$ cat src/rtl/stream_dot_pkg.sv
// Shared helpers for the streaming dot-product engine.
//   acc_width_ok : elaboration-time check that the accumulator cannot overflow over one block
//   cnt_width    : width of the beat counter for a given beats-per-block (minimum 1)
//   fmt          : result formatting (saturate or wrap) on a 64-bit extended accumulator value
package stream_dot_pkg;

  localparam int unsigned MaxW = 64;

  function automatic bit acc_width_ok(input int unsigned acc_w, input int unsigned data_w,
                                      input int unsigned weight_w, input int unsigned bdim);
    return acc_w >= data_w + weight_w + $clog2(bdim);
  endfunction

  function automatic int unsigned cnt_width(input int unsigned beats);
    return (beats <= 1) ? 1 : $clog2(beats);
  endfunction

  // v must already be sign- or zero-extended to MaxW; caller keeps the low out_w bits.
  function automatic logic [MaxW-1:0] fmt(input logic [MaxW-1:0] v, input bit is_signed,
                                          input bit saturate, input int unsigned out_w);
    logic [MaxW-1:0] hi;
    logic [MaxW-1:0] lo;
    if (!saturate) return v;
    if (is_signed) begin
      hi = (MaxW'(1) << (out_w - 1)) - MaxW'(1);
      lo = ~hi;  // -(2^(out_w-1)) in two's complement
      if ($signed(v) > $signed(hi)) return hi;
      if ($signed(v) < $signed(lo)) return lo;
      return v;
    end else begin
      hi = (out_w >= MaxW) ? '1 : (MaxW'(1) << out_w) - MaxW'(1);
      if (v > hi) return hi;
      return v;
    end
  endfunction

endpackage

$ cat src/rtl/dot_adder_tree.sv
// Combinational reduction of Lanes products into one SumW-bit sum.
//   prods_i : Lanes products, lane i at [i*ProdW +: ProdW]
//   sum_o   : sum of all lanes, each sign- (Signed=1) or zero-extended to SumW first
module dot_adder_tree #(
  parameter int unsigned Lanes  = 4,
  parameter int unsigned ProdW  = 24,
  parameter int unsigned SumW   = 32,
  parameter bit          Signed = 1'b1
) (
  input  logic [Lanes*ProdW-1:0] prods_i,
  output logic [SumW-1:0]        sum_o
);

  // Leaves padded with zeros up to a power of two so the tree is always balanced.
  localparam int unsigned Leaves = (Lanes <= 1) ? 1 : 2 ** $clog2(Lanes);

  always_comb begin
    logic [SumW-1:0] node [2*Leaves];
    for (int k = 0; k < 2 * int'(Leaves); k++) node[k] = '0;
    for (int i = 0; i < int'(Lanes); i++) begin
      node[int'(Leaves) + i] = Signed ? SumW'($signed(prods_i[i*ProdW +: ProdW]))
                                      : SumW'(prods_i[i*ProdW +: ProdW]);
    end
    for (int k = int'(Leaves) - 1; k >= 1; k--) node[k] = node[2*k] + node[2*k+1];
    sum_o = (Leaves == 1) ? node[Leaves] : node[1];
  end

endmodule

$ cat src/rtl/stream_dot_pe.sv
// Streaming dot-product engine: SDIM multiply lanes per beat, adder-tree reduction, accumulation
// over BDIM elements, one formatted result per block.
//   ap_clk, ap_rst_n                : clock, async active-low reset
//   s_axis_input_*                  : SDIM x DATA_WIDTH input beats
//   s_axis_weights_*                : SDIM x WEIGHT_WIDTH weight beats (transfer together with input)
//   m_axis_output_*                 : OUT_WIDTH result per block, held under backpressure
module stream_dot_pe
  import stream_dot_pkg::*;
#(
  parameter int unsigned s_axis_input_BDIM   = 64,
  parameter int unsigned s_axis_input_SDIM   = 4,
  parameter int unsigned s_axis_weights_BDIM = 64,
  parameter int unsigned s_axis_weights_SDIM = 4,
  parameter int unsigned m_axis_output_BDIM  = 1,
  parameter int unsigned DATA_WIDTH          = 16,
  parameter int unsigned WEIGHT_WIDTH        = 8,
  parameter int unsigned ACC_WIDTH           = 32,
  parameter int unsigned OUT_WIDTH           = 16,
  parameter bit          SIGNED              = 1'b1,
  parameter bit          SATURATE            = 1'b1
) (
  input  logic                                    ap_clk,
  input  logic                                    ap_rst_n,
  input  logic [s_axis_input_SDIM*DATA_WIDTH-1:0] s_axis_input_tdata,
  input  logic                                    s_axis_input_tvalid,
  output logic                                    s_axis_input_tready,
  input  logic [s_axis_input_SDIM*WEIGHT_WIDTH-1:0] s_axis_weights_tdata,
  input  logic                                    s_axis_weights_tvalid,
  output logic                                    s_axis_weights_tready,
  output logic [OUT_WIDTH-1:0]                    m_axis_output_tdata,
  output logic                                    m_axis_output_tvalid,
  input  logic                                    m_axis_output_tready
);

  localparam int unsigned Sdim  = s_axis_input_SDIM;
  localparam int unsigned Beats = s_axis_input_BDIM / s_axis_input_SDIM;
  localparam int unsigned ProdW = DATA_WIDTH + WEIGHT_WIDTH;
  localparam int unsigned CntW  = cnt_width(Beats);
  localparam logic [CntW-1:0] LastCnt = CntW'(Beats - 1);

  if (s_axis_input_BDIM % s_axis_input_SDIM != 0) begin : g_err_bdim
    $error("s_axis_input_BDIM must be a multiple of s_axis_input_SDIM");
  end
  if (s_axis_weights_BDIM != s_axis_input_BDIM) begin : g_err_wbdim
    $error("s_axis_weights_BDIM must equal s_axis_input_BDIM");
  end
  if (s_axis_weights_SDIM != s_axis_input_SDIM) begin : g_err_wsdim
    $error("s_axis_weights_SDIM must equal s_axis_input_SDIM");
  end
  if (m_axis_output_BDIM != 1) begin : g_err_obdim
    $error("m_axis_output_BDIM must be 1");
  end
  if (!acc_width_ok(ACC_WIDTH, DATA_WIDTH, WEIGHT_WIDTH, s_axis_input_BDIM)) begin : g_err_acc
    $error("ACC_WIDTH too small for DATA_WIDTH+WEIGHT_WIDTH+clog2(BDIM)");
  end
  if (ACC_WIDTH > MaxW || OUT_WIDTH > ACC_WIDTH) begin : g_err_out
    $error("require OUT_WIDTH <= ACC_WIDTH <= 64");
  end

  logic stall, accept, first, last;
  logic [CntW-1:0] cnt_q, cnt_d;
  logic s1_valid_q, s1_valid_d, s1_first_q, s1_first_d, s1_last_q, s1_last_d;
  logic [ACC_WIDTH-1:0] s1_sum_q, s1_sum_d, acc_q, acc_d, acc_next, tree_sum;
  logic [MaxW-1:0] acc_ext, fmt_full;
  logic out_valid_q, out_valid_d;
  logic [OUT_WIDTH-1:0] out_data_q, out_data_d;
  logic [Sdim*ProdW-1:0] prods;

  assign stall  = out_valid_q && !m_axis_output_tready;
  assign accept = s_axis_input_tvalid && s_axis_weights_tvalid && !stall;
  // Readys are cross-coupled so both streams transfer on the same edge or not at all.
  assign s_axis_input_tready   = ap_rst_n && s_axis_weights_tvalid && !stall;
  assign s_axis_weights_tready = ap_rst_n && s_axis_input_tvalid && !stall;
  assign first = (cnt_q == '0);
  assign last  = (cnt_q == LastCnt);

  for (genvar i = 0; i < Sdim; i++) begin : g_lane
    logic [DATA_WIDTH-1:0]   a;
    logic [WEIGHT_WIDTH-1:0] b;
    logic [ProdW-1:0]        a_ext, b_ext;
    assign a = s_axis_input_tdata[i*DATA_WIDTH +: DATA_WIDTH];
    assign b = s_axis_weights_tdata[i*WEIGHT_WIDTH +: WEIGHT_WIDTH];
    assign a_ext = SIGNED ? {{WEIGHT_WIDTH{a[DATA_WIDTH-1]}}, a} : {{WEIGHT_WIDTH{1'b0}}, a};
    assign b_ext = SIGNED ? {{DATA_WIDTH{b[WEIGHT_WIDTH-1]}}, b} : {{DATA_WIDTH{1'b0}}, b};
    // Low ProdW bits of the product are exact for both signed and unsigned operands.
    assign prods[i*ProdW +: ProdW] = a_ext * b_ext;
  end

  dot_adder_tree #(
    .Lanes  (Sdim),
    .ProdW  (ProdW),
    .SumW   (ACC_WIDTH),
    .Signed (SIGNED)
  ) u_tree (
    .prods_i (prods),
    .sum_o   (tree_sum)
  );

  assign acc_next = (s1_first_q ? '0 : acc_q) + s1_sum_q;
  assign acc_ext  = SIGNED ? MaxW'($signed(acc_next)) : MaxW'(acc_next);
  assign fmt_full = fmt(acc_ext, SIGNED, SATURATE, OUT_WIDTH);

  always_comb begin
    cnt_d       = cnt_q;
    s1_valid_d  = s1_valid_q;
    s1_first_d  = s1_first_q;
    s1_last_d   = s1_last_q;
    s1_sum_d    = s1_sum_q;
    acc_d       = acc_q;
    out_valid_d = out_valid_q;
    out_data_d  = out_data_q;
    if (accept) cnt_d = last ? '0 : cnt_q + 1'b1;
    if (!stall) begin
      s1_valid_d = accept;
      if (accept) begin
        s1_sum_d   = tree_sum;
        s1_first_d = first;
        s1_last_d  = last;
      end
    end
    if (m_axis_output_tready) out_valid_d = 1'b0;
    // A new result overrides the handshake clear in the same cycle.
    if (s1_valid_q && !stall) begin
      acc_d = acc_next;
      if (s1_last_q) begin
        out_valid_d = 1'b1;
        out_data_d  = fmt_full[OUT_WIDTH-1:0];
      end
    end
  end

  always_ff @(posedge ap_clk or negedge ap_rst_n) begin
    if (!ap_rst_n) begin
      cnt_q       <= '0;
      s1_valid_q  <= 1'b0;
      s1_first_q  <= 1'b0;
      s1_last_q   <= 1'b0;
      s1_sum_q    <= '0;
      acc_q       <= '0;
      out_valid_q <= 1'b0;
      out_data_q  <= '0;
    end else begin
      cnt_q       <= cnt_d;
      s1_valid_q  <= s1_valid_d;
      s1_first_q  <= s1_first_d;
      s1_last_q   <= s1_last_d;
      s1_sum_q    <= s1_sum_d;
      acc_q       <= acc_d;
      out_valid_q <= out_valid_d;
      out_data_q  <= out_data_d;
    end
  end

  assign m_axis_output_tvalid = out_valid_q;
  assign m_axis_output_tdata  = out_data_q;

endmodule

$ cat config.mk
export PLATFORM = sky130hd
export DESIGN_NAME = stream_dot_pe
export DESIGN_NICKNAME = d
export VERILOG_FILES = /design/src/rtl/stream_dot_pkg.sv /design/src/rtl/dot_adder_tree.sv /design/src/rtl/stream_dot_pe.sv
export SDC_FILE = /design/constraint.sdc
export NUM_CORES = 2
export LEC_CHECK = 0
export ABC_CLOCK_PERIOD_IN_PS = 4300
export CORE_MARGIN = 1.5
export CORE_UTILIZATION = 35
export CTS_CLUSTER_SIZE = 20
export DETAILED_ROUTE_END_ITERATION = 8
export PLACE_DENSITY_LB_ADDON = 0.12
export SLEW_MARGIN = 30
export SYNTH_ARGS = -nofsm -noshare
export SYNTH_HDL_FRONTEND = slang
export SYNTH_SLANG_ARGS = --single-unit
$ cat constraint.sdc
create_clock -name ap_clk -period 4.3 [get_ports ap_clk]
set_clock_uncertainty 0.15 [all_clocks]
set_input_delay 0.645 -clock ap_clk [delete_from_list [all_inputs] [get_ports ap_clk]]
set_output_delay 0.645 -clock ap_clk [all_outputs]
set_load 0.02 [all_outputs]
After elaboration in Yosys (flattened, before gate mapping)
Index checks and enable logic that the tools add are counted.
{"block": "op_classes", "add_sub_neg": 5, "muxes": 12, "n_lt_le_gt_ge": 2, "n_eq_ne": 1, "reduce_logical": 13, "multipliers": 4, "n_bitwise": 1}
{"cell": "$mul A16 B8 Y24", "n": 4}
{"cell": "$add A32 B32 Y32", "n": 2}
{"cell": "$mux W16", "n": 4}
{"cell": "$add A24 B24 Y25", "n": 2}
{"cell": "$gt A32 B16 Y1 const B", "n": 1}
{"cell": "$lt A32 B16 Y1 const B", "n": 1}
{"cell": "$mux W32", "n": 1}
{"cell": "$logic_and A1 B1 Y1", "n": 8}
{"cell": "$mux W1", "n": 6}
{"cell": "$add A4 B1 Y4 const B", "n": 1}
{"cell": "$eq A4 B4 Y1 const B", "n": 1}
{"cell": "$logic_not A4 Y1", "n": 1}
{"cell": "$mux W4", "n": 1}
{"cell": "$reduce_and A2 Y1", "n": 2}
{"cell": "$logic_not A1 Y1", "n": 2}
{"cell": "$not A1 Y1", "n": 1}
{"block": "totals", "in_bits": 101, "regBits": 88}

Depth between registers and ports, before layout
{"block": "depth", "ltp_word": 7, "depth_mapped": 33, "ltp_nobuf": 32}

Hierarchy
A second synthesis with hierarchy kept.
{"block": "hier_totals", "hier_cells": 3069, "hier_area_um2": 26316.5}
{"mod": "stream_dot_pe", "instances": 1, "cells_each": 2706, "area_per_inst_um2": 23518.8}
{"mod": "dot_adder_tree", "instances": 1, "cells_each": 363, "area_per_inst_um2": 2797.7}

Worst setup path before layout
OpenSTA, ideal clock, no wires.
{"block": "synth_path", "kind": "input port to flip-flop", "start": "input s_axis_weights_tdata[17]", "end": "register s1_sum_q[31]", "arrival_time_ps": 7373, "slack_ps": -3307, "path_stages": 28, "path_buffers": 1, "path_cell_list": "clkbuf_1 -> nand2_1 -> fa_1 -> fa_1 -> fa_1 -> inv_1 -> fa_1 -> fa_1 -> inv_1 -> fa_1 -> inv_1 -> ha_1 -> a21o_1 -> a21oi_1 -> nand2_1 -> o21a_1 -> a41o_1 -> o221a_2 -> nor3_1 -> o21bai_1 -> xor2_1 -> ha_1 -> or3_1 -> a211o_1 -> a31o_2 -> nand2_1 -> a21bo_2 -> a21boi_0"}
{"block": "synth_via", "elab_chain_len": 3}
{"item": "start: declaration", "line_no": "stream_dot_pe.sv:27", "source": "input logic [s_axis_input_SDIM*WEIGHT_WIDTH-1:0] s_axis_weights_tdata,"}
{"item": "$mul A16 B8 Y24", "line_no": "stream_dot_pe.sv:86", "source": "assign prods[i*ProdW +: ProdW] = a_ext * b_ext;"}
{"item": "$add A24 B24 Y25", "line_no": "dot_adder_tree.sv:24", "source": "for (int k = int'(Leaves) - 1; k >= 1; k--) node[k] = node[2*k] + node[2*k+1];"}
{"item": "$add A32 B32 Y32", "line_no": "dot_adder_tree.sv:24"}
{"item": "end signal: assignment", "line_no": "stream_dot_pe.sv:147", "source": "s1_sum_q <= s1_sum_d;"}
{"item": "end: declaration", "line_no": "stream_dot_pe.sv:63", "source": "logic [ACC_WIDTH-1:0] s1_sum_q, s1_sum_d, acc_q, acc_d, acc_next, tree_sum;"}
No other way between the ends.
A chain may end at the register's enable or synchronous reset.

Final worst setup path
{"block": "layout_path", "start": "input s_axis_input_tdata[23]", "end": "register s1_sum_q[31]"}
{"block": "layout_via", "elab_chain_len": 3}
{"item": "start: declaration", "line_no": "stream_dot_pe.sv:24", "source": "input logic [s_axis_input_SDIM*DATA_WIDTH-1:0] s_axis_input_tdata,"}
{"item": "$mul A16 B8 Y24", "line_no": "stream_dot_pe.sv:86"}
{"item": "$add A24 B24 Y25", "line_no": "dot_adder_tree.sv:24"}
{"item": "$add A32 B32 Y32", "line_no": "dot_adder_tree.sv:24"}
No other way between the ends.

==> out/metrics.json <==
{
  "post_drt_via_cell_ratio": {"value": 4.664},
  "ioPinCount": {"value": 120},
  "globalRoute.totalOverflow": {"value": 0},
  "grt_start_max_net_pins": {"value": 49},
  "dp_worst_setup_slack": {"value": -4.087, "unit": "ns"},
  "cp.arrival": {"value": 7.49, "unit": "ns"},
  "run_status": {"value": "finished with violations"},
  "final.setup.tns": {"value": -67.07, "unit": "ns"},
  "cpPeakStageDelay": {"value": 0.55, "unit": "ns"},
  "num_antenna_cells": {"value": 0},
  "synth_largest_type_area_fraction": {"value": 40.87, "unit": "%"},
  "final_critical_path_setup_slack": {"value": -3.056, "unit": "ns"},
  "drt-wirelength-per-cell": {"value": 15.65, "unit": "um"},
  "crit_path_top_delay_cell": {"value": "fa_1"},
  "violations": {"value": "negative setup slack"},
  "timing_max_transition_violations_final": {"value": 0},
  "edff_count_synth": {"value": 0},
  "netlist.top_cell.by_area": {"value": "fa_1"},
  "synth-async-reset-ratio": {"value": 100.0, "unit": "%"},
  "clkLatencyLatePin": {"value": 0.35, "unit": "ns"},
  "first_global_vias": {"value": 21940},
  "wl": {"value": 67360, "unit": "um"},
  "critical_path.endpoint_type": {"value": "flip-flop"},
  "max_slew.worst_pin.slew": {"value": 0.8962, "unit": "ns"},
  "ant_nets": {"value": 0},
  "tritoncts_sink_count": {"value": 88},
  "clk_pin_slew_worst_setup_hold_paths": {"value": 0.07, "unit": "ns"},
  "crit_path_frequent_cell": {"value": "fa_1"},
  "numCtsBuffers": {"value": 9},
  "coreArea": {"value": 0.07051, "unit": "mm2"},
  "htreeDepth": {"value": 3},
  "synth_top_family_by_area": {"value": "adder cells"},
  "syn_avg_cell_area": {"value": 9.008, "unit": "um2"},
  "die_width": {"value": 270.7, "unit": "um"},
  "synth-xor-area-share": {"value": 3.737, "unit": "%"},
  "synth_fa_ha_area_share": {"value": 50.65, "unit": "%"},
  "die-area": {"value": 0.07327, "unit": "mm2"},
  "setup_violation_total_in_the_final_timing_report": {"value": 29},
  "synth_fp_nets": {"value": 3593},
  "cts_tree": {"value": "done"},
  "area_growth_syn_to_layout": {"value": 32.67, "unit": "%"},
  "yosys.cell_types.count": {"value": 86},
  "startpoint_type": {"value": "primary input"},
  "period_needed": {"value": 7.356, "unit": "ns"},
  "maxCapViolations": {"value": 0},
  "dpl_wire_length": {"value": 58010, "unit": "um"},
  "max_freq": {"value": 0.1360, "unit": "GHz"},
  "die_h": {"value": 270.7, "unit": "um"},
  "drt_iter0_drc": {"value": 930},
  "maxSlewHeadroom": {"value": 39.47, "unit": "%"},
  "drt-pass1-iter-count": {"value": 5},
  "timing_worst_setup_path_type": {"value": "primary input to flip-flop"},
  "antenna_violations_before_repair": {"value": 0},
  "syn_area": {"value": 0.02508, "unit": "mm2"},
  "portBuffers": {"value": 119},
  "cp_data_required_time": {"value": 4.43, "unit": "ns"},
  "seq_area_frac_synth": {"value": 8.781, "unit": "%"},
  "basic_gate_share_of_the_synthesized_area_counting_and_or_nand_and_nor_cells": {"value": 16.77, "unit": "%"},
  "grt_usage": {"value": 19.10, "unit": "%"},
  "rsz0062_at_grt": {"value": "yes"},
  "crit_family": {"value": "adder cells"},
  "final_net_count": {"value": 4167},
  "final_clock_period_utilization_by_the_worst_path": {"value": 171.1, "unit": "%"},
  "critical_path_buf_inv_count": {"value": 6},
  "global_route_wire_length_before_repair": {"value": 113400, "unit": "um"},
  "critical_path.max_fanout": {"value": 4},
  "start_util": {"value": 35.57, "unit": "%"},
  "remaining_drc_errors": {"value": 0},
  "ys_top_cells_by_area": {"value": "fa_1 (41%), ha_1 (9.8%), inv_1 (9.3%)"},
  "ctsRootBufferMaster": {"value": "clkbuf_16"},
  "ys_dominant_reg_cell": {"value": "dfrtp_1"},
  "routed-via-count": {"value": 20070},
  "longest_clk_path_bufs": {"value": 2},
  "synthCells": {"value": 2784},
  "finalWeightedCongestion": {"value": 0.8723},
  "synth.area.mux_share": {"value": 0.7982, "unit": "%"},
  "final_layout_size_suffix_gt1_share": {"value": 27.62, "unit": "%"},
  "placement_rows": {"value": 97},
  "synthesis_stage_register_bit_count": {"value": 88},
  "timing.final.hold_violations": {"value": 0},
  "compound_cell_area_share_of_the_yosys_netlist": {"value": 8.656, "unit": "%"},
  "worst_hold_path_type": {"value": "flip-flop to flip-flop"},
  "yosysWarnings": {"value": 0}
}
[logic make-up (layout without fill, tap and decap cells)]
logic type | after synthesis | after routing
simple gates | 847 | 847
fa+ha+maj | 708 | 708
buf+inv | 689 | 1267
compound gates | 327 | 328
xor+xnor | 107 | 107
flops | 88 | 88
mux | 18 | 18
[placed cells by master (no fill, tap or decap), types with 23 or more instances in the layout]
cell | Yosys | final
ha_4 | 0 | 44
and2_4 | 0 | 30
a21o_1 | 35 | 35
inv_2 | 0 | 39
o21ai_0 | 81 | 44
nand2_1 | 338 | 306
nor2b_1 | 43 | 39
nand2b_1 | 38 | 36
nand2_2 | 0 | 27
xnor2_1 | 77 | 60
clkdlybuf4s50_1 | 0 | 37
buf_6 | 3 | 83
dfrtp_1 | 88 | 88
fa_1 | 512 | 493
and2_1 | 227 | 197
inv_1 | 622 | 581
nor2_1 | 99 | 89
a21oi_2 | 1 | 23
o21ai_1 | 0 | 23
buf_4 | 3 | 425
xor2_1 | 30 | 23
buf_2 | 1 | 26
a21oi_1 | 97 | 67
ha_1 | 196 | 145
[metrics by stage]
stage	utilization [%]	cells	hold slack (ns)	area (um2)
2_1_floorplan	-	2784	0.1994	25740
3_5_place_dp	44.02	4223	0.3125	31040
6_report	47.18	4303	0.3257	33270
4_1_cts	46.05	4291	0.3285	32470
5_1_grt	47.18	4303	0.3440	33270
3_3_place_gp	44.02	4223	0.3080	31040
[registers in the layout, summed over array words and instances, names as in the netlist]
signal and count:
acc_q 32, s1_sum_q 32, m_axis_output_tdata 16, cnt_q 4, m_axis_output_tvalid 1, s1_first_q 1, s1_last_q 1, s1_valid_q 1
[worst min-delay path: stages, from the launching register on]
cell	delay [ns]
dfrtp_1	0.33
nand2_1	0.04
o21ai_0	0.06
[cell type report]
class,instances,area [um2]
Clock buffer,10,239.0
Clock inverter,6,72.57
Fill cell,6868,37240
Inverter,624,2356
Multi-Input combinational cell,2008,21980
Sequential cell,88,2202
Tap cell,940,1176
Timing Repair Buffer,627,5244
[final timing paths]
check / start / endpoint / slack (ns) / depth (start not counted)
hold / removal: acc_q[21] / acc_q[21] / 0.33 / 2
setup / recovery: s_axis_input_tdata[23] / s1_sum_q[31] / -3.06 / 32
setup reg to reg: s1_first_q / m_axis_output_tdata[8] / 0.19 / 17
max in group asynchronous: ap_rst_n / s1_sum_q[15] / 2.12 / 4
hold reg to reg: acc_q[21] / acc_q[21] / 0.33 / 2
min in group asynchronous: ap_rst_n / m_axis_output_tvalid / 0.52 / 2
[synth_stat cells, types with 16 or more instances]
| cell | instances |
|---|---|
| inv_1 | 622 |
| fa_1 | 512 |
| nand2_1 | 338 |
| and2_1 | 227 |
| ha_1 | 196 |
| nor2_1 | 99 |
| a21oi_1 | 97 |
| dfrtp_1 | 88 |
| o21ai_0 | 81 |
| xnor2_1 | 77 |
| clkbuf_1 | 51 |
| nor2b_1 | 43 |
| nand2b_1 | 38 |
| a21o_1 | 35 |
| xor2_1 | 30 |
| nand3_1 | 25 |
| nor3_1 | 23 |
| a31oi_1 | 16 |
| mux2_2 | 16 |
| o21a_1 | 16 |
[what timing repair did]
action,CTS,global route
hold buffers,1,0
pin swaps,153,154
setup endpoints to repair,30,44
resized for setup,388,272
gates cloned,3,1
hold endpoints to repair,8,0
setup buffers,49,22
[per-layer routing]
metal	vias up	global-route usage [%]	part of all wire, %	wire length (um)
li1	9664	-	-	-
met1	10150	26.67	46	31180
met2	228	33.56	51	34060
met3	32	1.234	2.2	1465
met4	0	1.926	0.97	650
met5	-	0	0	0
Power is left out: the tool's default activity adds up to more than one toggle a clock period on the data nets, which glitch-free logic cannot reach.
